**src/rtl/arr_word_serializer_if.sv**
```systemverilog
//==============================================================================
// arr_word_serializer_if
// Source array plus valid/ready word stream between the bank and its consumer.
// Revision: 1.0
//==============================================================================
`default_nettype none

interface arr_word_serializer_if #(
  parameter int n = 4,
  parameter int m = 15
);
  localparam int IW = (m > 0) ? $clog2(m + 1) : 1;

  logic [n-1:0]  arr_i [0:m];
  logic          start_i;
  logic          ready_i;
  logic          valid_o;
  logic [n-1:0]  data_o;
  logic [IW-1:0] idx_o;
  logic          busy_o;
  logic          done_o;

  modport slave (
    input  arr_i, start_i, ready_i,
    output valid_o, data_o, idx_o, busy_o, done_o
  );

  modport master (
    output arr_i, start_i, ready_i,
    input  valid_o, data_o, idx_o, busy_o, done_o
  );
endinterface

`default_nettype wire

```
**src/rtl/arr_word_serializer.sv**
```systemverilog
//==============================================================================
// arr_word_serializer
// Snapshots an (m+1)-word register array on start and streams it index 0 first.
// Revision: 1.0
//==============================================================================
`default_nettype none

module arr_word_serializer #(
  parameter int           n     = 4,
  parameter int           m     = 15,
  parameter logic [n-1:0] value = '0
) (
  input  logic                 clk_i,
  input  logic                 rst_i,
  arr_word_serializer_if.slave bus
);
  localparam int            IW       = (m > 0) ? $clog2(m + 1) : 1;
  localparam logic [IW-1:0] LAST_IDX = IW'(m);

  typedef enum logic [1:0] {
    IDLE = 2'd0,
    SEND = 2'd1,
    DONE = 2'd2
  } state_t;

  state_t        state, state_nx;
  logic [n-1:0]  snap [0:m];
  logic          capture;
  logic          valid, valid_nx;
  logic          busy, busy_nx;
  logic          done, done_nx;
  logic [n-1:0]  data, data_nx;
  logic [IW-1:0] idx, idx_nx, idx_inc;

  assign idx_inc = idx + 1'b1;

  always_ff @(posedge clk_i or negedge rst_i) begin
    if (!rst_i) begin
      state <= IDLE;
      valid <= 1'b0;
      busy  <= 1'b0;
      done  <= 1'b0;
      data  <= value;
      idx   <= '0;
    end else begin
      state <= state_nx;
      valid <= valid_nx;
      busy  <= busy_nx;
      done  <= done_nx;
      data  <= data_nx;
      idx   <= idx_nx;
    end
  end

  // The snapshot is the burst's private copy; arr_i is only looked at on capture.
  always_ff @(posedge clk_i or negedge rst_i) begin
    if (!rst_i) begin
      for (int i = 0; i <= m; i++) snap[i] <= value;
    end else if (capture) begin
      for (int i = 0; i <= m; i++) snap[i] <= bus.arr_i[i];
    end
  end

  always_comb begin
    state_nx = state;
    valid_nx = valid;
    busy_nx  = busy;
    done_nx  = 1'b0;
    data_nx  = data;
    idx_nx   = idx;
    capture  = 1'b0;
    case (state)
      IDLE: begin
        valid_nx = 1'b0;
        busy_nx  = 1'b0;
        data_nx  = value;
        idx_nx   = '0;
        if (bus.start_i) begin
          capture  = 1'b1;
          state_nx = SEND;
          valid_nx = 1'b1;
          busy_nx  = 1'b1;
          data_nx  = bus.arr_i[0];
        end
      end
      SEND: begin
        if (bus.ready_i) begin
          if (idx == LAST_IDX) begin
            state_nx = DONE;
            valid_nx = 1'b0;
            done_nx  = 1'b1;
            data_nx  = value;
            idx_nx   = '0;
          end else begin
            idx_nx  = idx_inc;
            data_nx = snap[idx_inc];
          end
        end
      end
      DONE: begin
        state_nx = IDLE;
        busy_nx  = 1'b0;
      end
      default: begin
        state_nx = IDLE;
        valid_nx = 1'b0;
        busy_nx  = 1'b0;
        data_nx  = value;
        idx_nx   = '0;
      end
    endcase
  end

  assign bus.valid_o = valid;
  assign bus.data_o  = data;
  assign bus.idx_o   = idx;
  assign bus.busy_o  = busy;
  assign bus.done_o  = done;
endmodule

`default_nettype wire

```
**src/flat_wrapper.sv**
```systemverilog
// flat-port wrapper written by rule: the top's interface ports become plain ports
module arr_word_serializer_flat 
#(
  parameter int           n     = 4,
  parameter int           m     = 15,
  parameter logic [n-1:0] value = '0
)
  (clk_i, rst_i, bus_arr_i, bus_start_i, bus_ready_i, bus_valid_o, bus_data_o, bus_idx_o, bus_busy_o, bus_done_o);
  arr_word_serializer_if #(.n(n), .m(m)) bus_i ();
  input  logic clk_i;
  input  logic rst_i;
  input wire logic [$bits(bus_i.arr_i)-1:0] bus_arr_i;
  input wire logic [$bits(bus_i.start_i)-1:0] bus_start_i;
  input wire logic [$bits(bus_i.ready_i)-1:0] bus_ready_i;
  output wire logic [$bits(bus_i.valid_o)-1:0] bus_valid_o;
  output wire logic [$bits(bus_i.data_o)-1:0] bus_data_o;
  output wire logic [$bits(bus_i.idx_o)-1:0] bus_idx_o;
  output wire logic [$bits(bus_i.busy_o)-1:0] bus_busy_o;
  output wire logic [$bits(bus_i.done_o)-1:0] bus_done_o;
  assign bus_i.arr_i = {>>{bus_arr_i}};
  assign bus_i.start_i = bus_start_i;
  assign bus_i.ready_i = bus_ready_i;
  assign bus_valid_o = bus_i.valid_o;
  assign bus_data_o = bus_i.data_o;
  assign bus_idx_o = bus_i.idx_o;
  assign bus_busy_o = bus_i.busy_o;
  assign bus_done_o = bus_i.done_o;
  arr_word_serializer #(.n(n), .m(m), .value(value)) u_core (.clk_i(clk_i), .rst_i(rst_i), .bus(bus_i));
endmodule
```
**config.mk**
```make
export PLATFORM = sky130hd
export DESIGN_NAME = arr_word_serializer_flat
export DESIGN_NICKNAME = d
export VERILOG_FILES = /design/src/rtl/arr_word_serializer_if.sv /design/src/rtl/arr_word_serializer.sv /design/src/flat_wrapper.sv
export SDC_FILE = /design/constraint.sdc
export NUM_CORES = 1
export LEC_CHECK = 0
export CAP_MARGIN = 5
export CORE_ASPECT_RATIO = 0.75
export CORE_MARGIN = 2
export CORE_UTILIZATION = 35
export DETAILED_ROUTE_END_ITERATION = 12
export PLACE_DENSITY_LB_ADDON = 0.05
export SLEW_MARGIN = 20
export SYNTH_ARGS = -nofsm -noshare
export SYNTH_HDL_FRONTEND = slang
export SYNTH_SLANG_ARGS = --single-unit
```
**constraint.sdc**
```tcl
create_clock -name clk_i -period 5.6 [get_ports clk_i]
set_input_delay 0.56 -clock clk_i [delete_from_list [all_inputs] [get_ports clk_i]]
set_output_delay 0.56 -clock clk_i [all_outputs]
set_load 0.01 [all_outputs]
```
# Yosys cells after proc, flatten, opt, wreduce, memory -nomap -nowiden
# Cells that the tools add are included.
[classes] eq_ne=6 n_addsub=1 bitwise=2 magnitude_cmp=1 n_mux=23 reduce_logical=4
[op_table] op="two-way mux 4 bit" n=7
[op_table] op="binary-select mux 4 bit (select 4 bit)" n=1
[op_table] op="one-hot mux 4 bit (3 select lines)" n=1
[op_table] op="one-hot mux 4 bit (2 select lines)" n=1
[op_table] op="two-way mux 1 bit" n=7
[op_table] op="two-way mux 2 bit" n=3
[op_table] op="AND reduction 3 bit" n=2
[op_table] op=">= comparator 5 bit (second input constant)" n=1
[op_table] op="inverter 4 -> 5 bit" n=1
[op_table] op="adder 4 x 1 -> 4 bit (second input constant)" n=1
[op_table] op="equality test 4 bit (second input constant)" n=1
[op_table] op="!= test 2 bit (second input constant)" n=2
[op_table] op="one-hot mux 2 bit (2 select lines)" n=1
[op_table] op="one-hot mux 1 bit (3 select lines)" n=1
[op_table] op="equality test 2 x 1 -> 1 bit (second input constant)" n=1
[op_table] op="equality test 2 bit (second input constant)" n=1
[op_table] op="logical NOT 2 bit" n=1
[op_table] op="!= test 2 x 1 -> 1 bit (second input constant)" n=1
[op_table] op="one-hot mux 1 bit (2 select lines)" n=1
[op_table] op="AND reduction 2 bit" n=1
[op_table] op="inverter 1 bit" n=1
[word_totals] regBits=77 input_bits=68 word_cells=59 output_inout_bits=11

# Logic depth before layout (Yosys ltp)
[depth] ltp_word=8 depth_mapped=7

# Worst setup path after synthesis
# No wires, ideal clock.
[synth_timing] path_type="flip-flop to flip-flop" from="register u_core.idx[0] (netlist: u_core.bus.idx_o[0])" to="register u_core.data[2] (netlist: u_core.bus.data_o[2])" setup_time_ns=0.126 arrival_ns=1.884 n_path_buf=1 synth_period_minus_slack_ns=2.011 slack_ns=3.589 path_stages_with_launch=7 path_cell_list="dfrtp_1 ha_1 buf_6 xor2_4 mux4_2 or2_0 a311o_1"
[synth_via] elab_chain_len=8 word_cells_on_any_way=9 cone_classes="add/sub (1); eq/ne (1); mux (6); bitwise (1)"
[synth_lines] element="from (decl)" line_no="arr_word_serializer.sv:33" source="logic [IW-1:0] idx, idx_nx, idx_inc;"
[synth_lines] element="from (signal assigned)" line_no="arr_word_serializer.sv:51" source="idx <= idx_nx;"
[synth_lines] element="adder 4 x 1 -> 4 bit" line_no="arr_word_serializer.sv:35" source="assign idx_inc = idx + 1'b1;"
[synth_lines] element="inverter 4 -> 5 bit (implied by the code)" line_no="arr_word_serializer.sv:96" source="data_nx = snap[idx_inc];"
[synth_lines] element="binary-select mux 4 bit (select 4 bit)" line_no="arr_word_serializer.sv:96"
[synth_lines] element="two-way mux 4 bit (implied by the code) (2 in series)" line_no="arr_word_serializer.sv:96"
[synth_lines] element="two-way mux 4 bit *" line_no="arr_word_serializer.sv:88" source="if (idx == LAST_IDX) begin"
[synth_lines] element="two-way mux 4 bit *" line_no="arr_word_serializer.sv:87" source="if (bus.ready_i) begin"
[synth_lines] element="one-hot mux 4 bit (3 select lines) *" line_no="arr_word_serializer.sv:72" source="case (state)"
[synth_lines] element="to (signal assigned)" line_no="arr_word_serializer.sv:43" source="data <= value;"
[synth_lines] element="to (signal assigned)" line_no="arr_word_serializer.sv:50" source="data <= data_nx;"
[synth_lines] element="to (decl)" line_no="arr_word_serializer.sv:32" source="logic [n-1:0] data, data_nx;"
# Every way passes the cells marked *; elsewhere a longest branch is shown, timed or not. The select of a mux whose other input is x is not followed.
# A chain may end at the register's enable or synchronous reset.

# Final worst setup path
# Ends and elaborated chain as after synthesis.

==> results.json <==
{
  "crit_path_top_delay_cell": "dfrtp_1",
  "synthTopCellsByArea": "dfrtp_1, mux2_2, mux4_2, nand2_1, o21ai_0",
  "die_w_um": 121,
  "synth.top_cell.area_share_pct": 54.1,
  "vdd_drop_max_uv": 218,
  "crit_chain": "ha_1, xor2_4, mux4_2, or2_0, a311o_1",
  "seq_power_share_pct": 39.9,
  "final_max_slew_viol_count": 0,
  "rsz0062_at_grt": "false",
  "h-tree-depth": 3,
  "cts_root_buffer": "clkbuf_16",
  "syn_area_per_cell_um2": 13.4,
  "cts_max_path_buffers": 2,
  "cts_inserted_buffers": 9,
  "overflow": 0,
  "yosysMostFrequentCell": "dfrtp_1",
  "r2r-start": "u_core.bus.idx_o[0]",
  "start_util_pct": 36.5,
  "clock_latency_ps": 340,
  "drtIter0Drc": 141,
  "synth_common_cells": "dfrtp_1, mux2_2, nand2_1",
  "wl_per_cell_um": 17.2,
  "power_density_nw_per_um2": 563,
  "critPathCaptureType": "register",
  "tritoncts": "built",
  "worstReg2RegEnd": "u_core.bus.data_o[2]",
  "vias": 2428,
  "wl_mm": 8.25,
  "hold_path.class": "in2async",
  "crit_type": "reg2reg",
  "vias_per_cell": 5.07,
  "max_freq_ghz": 0.328,
  "layout-drive-gt1-share_pct": 25.4,
  "power.leakage_nw": 1.89,
  "intPower_w": 0.00175,
  "nets": 412,
  "yosys_warnings": 0,
  "post-route-min-period_ps": 3050,
  "setup_viol": 0,
  "fillCellCount": 927,
  "grt_pass1_vias": 2469,
  "hpwlAfterDp_mm": 5.76,
  "ctsResizeCount": 0,
  "drt-pass1-iter-count": 4,
  "switching_share_pct": 33.5,
  "crit_path_start_kind": "register",
  "antenna_violating_nets_post_route": 0,
  "netlist_area_um2": 3560,
  "rrSetupSlack_ps": 2550,
  "area_delta_synth_final_pct": 31.3,
  "crit_fanout": 21,
  "synth-seq-cells": 77,
  "p_sw_w": 0.000884,
  "worst_slew_pin_slew_ps": 954,
  "regArea_um2": 1930,
  "synth_ff_type": "dfrtp_1",
  "cp.required_ps": 5820,
  "cts_setup_buffers": 0,
  "clock_sinks": 77,
  "synth_edf_count": 0,
  "antenna_found_initial": 0,
  "fin_crit_sh_pct": 54.5,
  "yosysSeqAreaShare_pct": 54.1,
  "grt_max_degree": 78,
  "placed_cells": 464,
  "outcome": "finished clean",
  "fin_setup_tns_ps": 0,
  "rr_worst_depth": 5,
  "antenna_cells": 0,
  "slew_headroom_pct": 36.4,
  "clkPwrFrac_pct": 19.9,
  "hold_violations": 0,
  "finalNonFillerCells": 479,
  "clkTransAtPathRegs_ps": 60,
  "die_y_um": 91.4,
  "synthDistinctLibCells": 35,
  "ioPinCount": 79,
  "drc_errors": 0,
  "crit_arrival_ps": 3280,
  "pwr-share-comb_pct": 40.2,
  "ctsHoldBuffers": 0,
  "track_usage_pct": 15.9,
  "die_area_um2": 11000,
  "yosys.area.top_type": "dfrtp_1",
  "grt_pass1_wl_mm": 13.4,
  "port_buffers": 78,
  "coreArea_um2": 9770,
  "syn_inst": 267,
  "gp_congestion": 0.769,
  "synthArstFlopShare_pct": 100,
  "multi_input_area_um2": 1510,
  "rows": 31,
  "cap_violations": 0,
  "syn_nets": 336,
  "worst_path_largest_cell_delay_ps": 960,
  "fin_worst_skew_ps": 5.85
}
## sequential cells by signal, indices dropped and copies added, names as in the netlist
| signal | cells |
|---|---|
| u_core.bus.data_o | 4 |
| u_core.state | 2 |
| u_core.bus.done_o | 1 |
| u_core.snap | 64 |
| u_core.bus.idx_o | 4 |
| u_core.bus.busy_o | 1 |
| u_core.bus.valid_o | 1 |
## cells in the final DEF, fill, tap and decap left out, types with 2 or more instances in the layout
cell             instances
nand4_1                  5
a21oi_1                  3
o311ai_1                 3
mux2i_1                  7
nor2_1                   5
clkdlybuf4s50_1         77
mux2_2                  61
nand2_1                 28
dfrtp_1                 77
mux4_2                   9
clkinv_2                 2
buf_4                    4
clkbuf_1                 3
a32oi_1                  3
nor2b_1                  3
clkbuf_16                9
nand3_1                  7
o21ai_0                 16
xnor2_1                  2
inv_1                    4
a41o_1                   3
## how the worst max path moves through the flow
| stage | endpoint | depth (start not counted) | slack (ps) | startpoint |
|---|---|---|---|---|
| after floorplan | u_core.bus.data_o[2] | 6 | 3590 | u_core.bus.idx_o[0] |
| after global placement | u_core.bus.data_o[2] | 5 | 2660 | u_core.bus.idx_o[0] |
| after detailed placement | u_core.bus.data_o[2] | 5 | 2510 | u_core.bus.idx_o[0] |
| after CTS | u_core.bus.data_o[2] | 5 | 2490 | u_core.bus.idx_o[0] |
| after global routing | u_core.bus.data_o[2] | 5 | 2350 | u_core.bus.idx_o[0] |
| final | u_core.bus.data_o[2] | 5 | 2550 | u_core.bus.idx_o[0] |
## power groups by stage
stage / registers [W] / logic [W] / clock network [W]
3_5_place_dp: 0.00106 / 0.00107 / 0
3_3_place_gp: 0.00108 / 0.00103 / 0
5_1_grt: 0.00109 / 0.00115 / 0.000567
4_1_cts: 0.00106 / 0.00107 / 0.000536
2_1_floorplan: 0.000963 / 0.000836 / 0
6_report: 0.00105 / 0.00106 / 0.000524
## stage by stage
step | hold WS, ps | power [W] | worst slack, ps | instance area [um2] | util (%)
final | 378 | 0.00264 | 2550 | 4680 | 47.9
after CTS | 429 | 0.00267 | 2490 | 4680 | 47.9
after global placement | 495 | 0.00211 | 2660 | 4420 | 45.2
after floorplan | 264 | 0.00180 | 3590 | 3560 | -
after global routing | 467 | 0.00282 | 2350 | 4680 | 47.9
after detailed placement | 492 | 0.00213 | 2510 | 4420 | 45.2
## layout make-up
type / instances / share of cell area [%]
sequential: 77 / 41.2
multi-input combinational: 170 / 32.3
timing repair buffer: 81 / 17.1
clock buffer: 13 / 5.35
tap: 132 / 3.53
inverter: 4 / 0.321
clock inverter: 2 / 0.214
## routing by layer
metal,vias to the layer above,routed length [um],GRT usage (%)
met4,0,90,4.07
li1,1121,-,-
met3,10,575,6.22
met1,1223,4150,23.5
met2,74,3440,21.6
met5,-,0,0
## cells by family (layout without fill, tap and decap cells)
family	count (synthesis)	count (layout)	share of synthesized area, %
buffers and inverters	20	100	3.69
AOI/OAI and AO/OA	32	32	5.93
xor gates and xnor gates	4	4	1.51
and+or+nand+nor	56	56	7.55
DFF	77	77	54.1
muxes	77	77	26.9
adders and majority gates	1	1	0.351
## critical path, delay by kind of cell, from the launching register on
family                     cells  cell delay (ps)
xor gates and xnor gates       1              580
AOI/OAI and AO/OA              1              260
adders and majority gates      1              500
DFF                            1              960
and+or+nand+nor                1              220
muxes                          1              400
No activity file was read; power rests on OpenSTA's default activity.
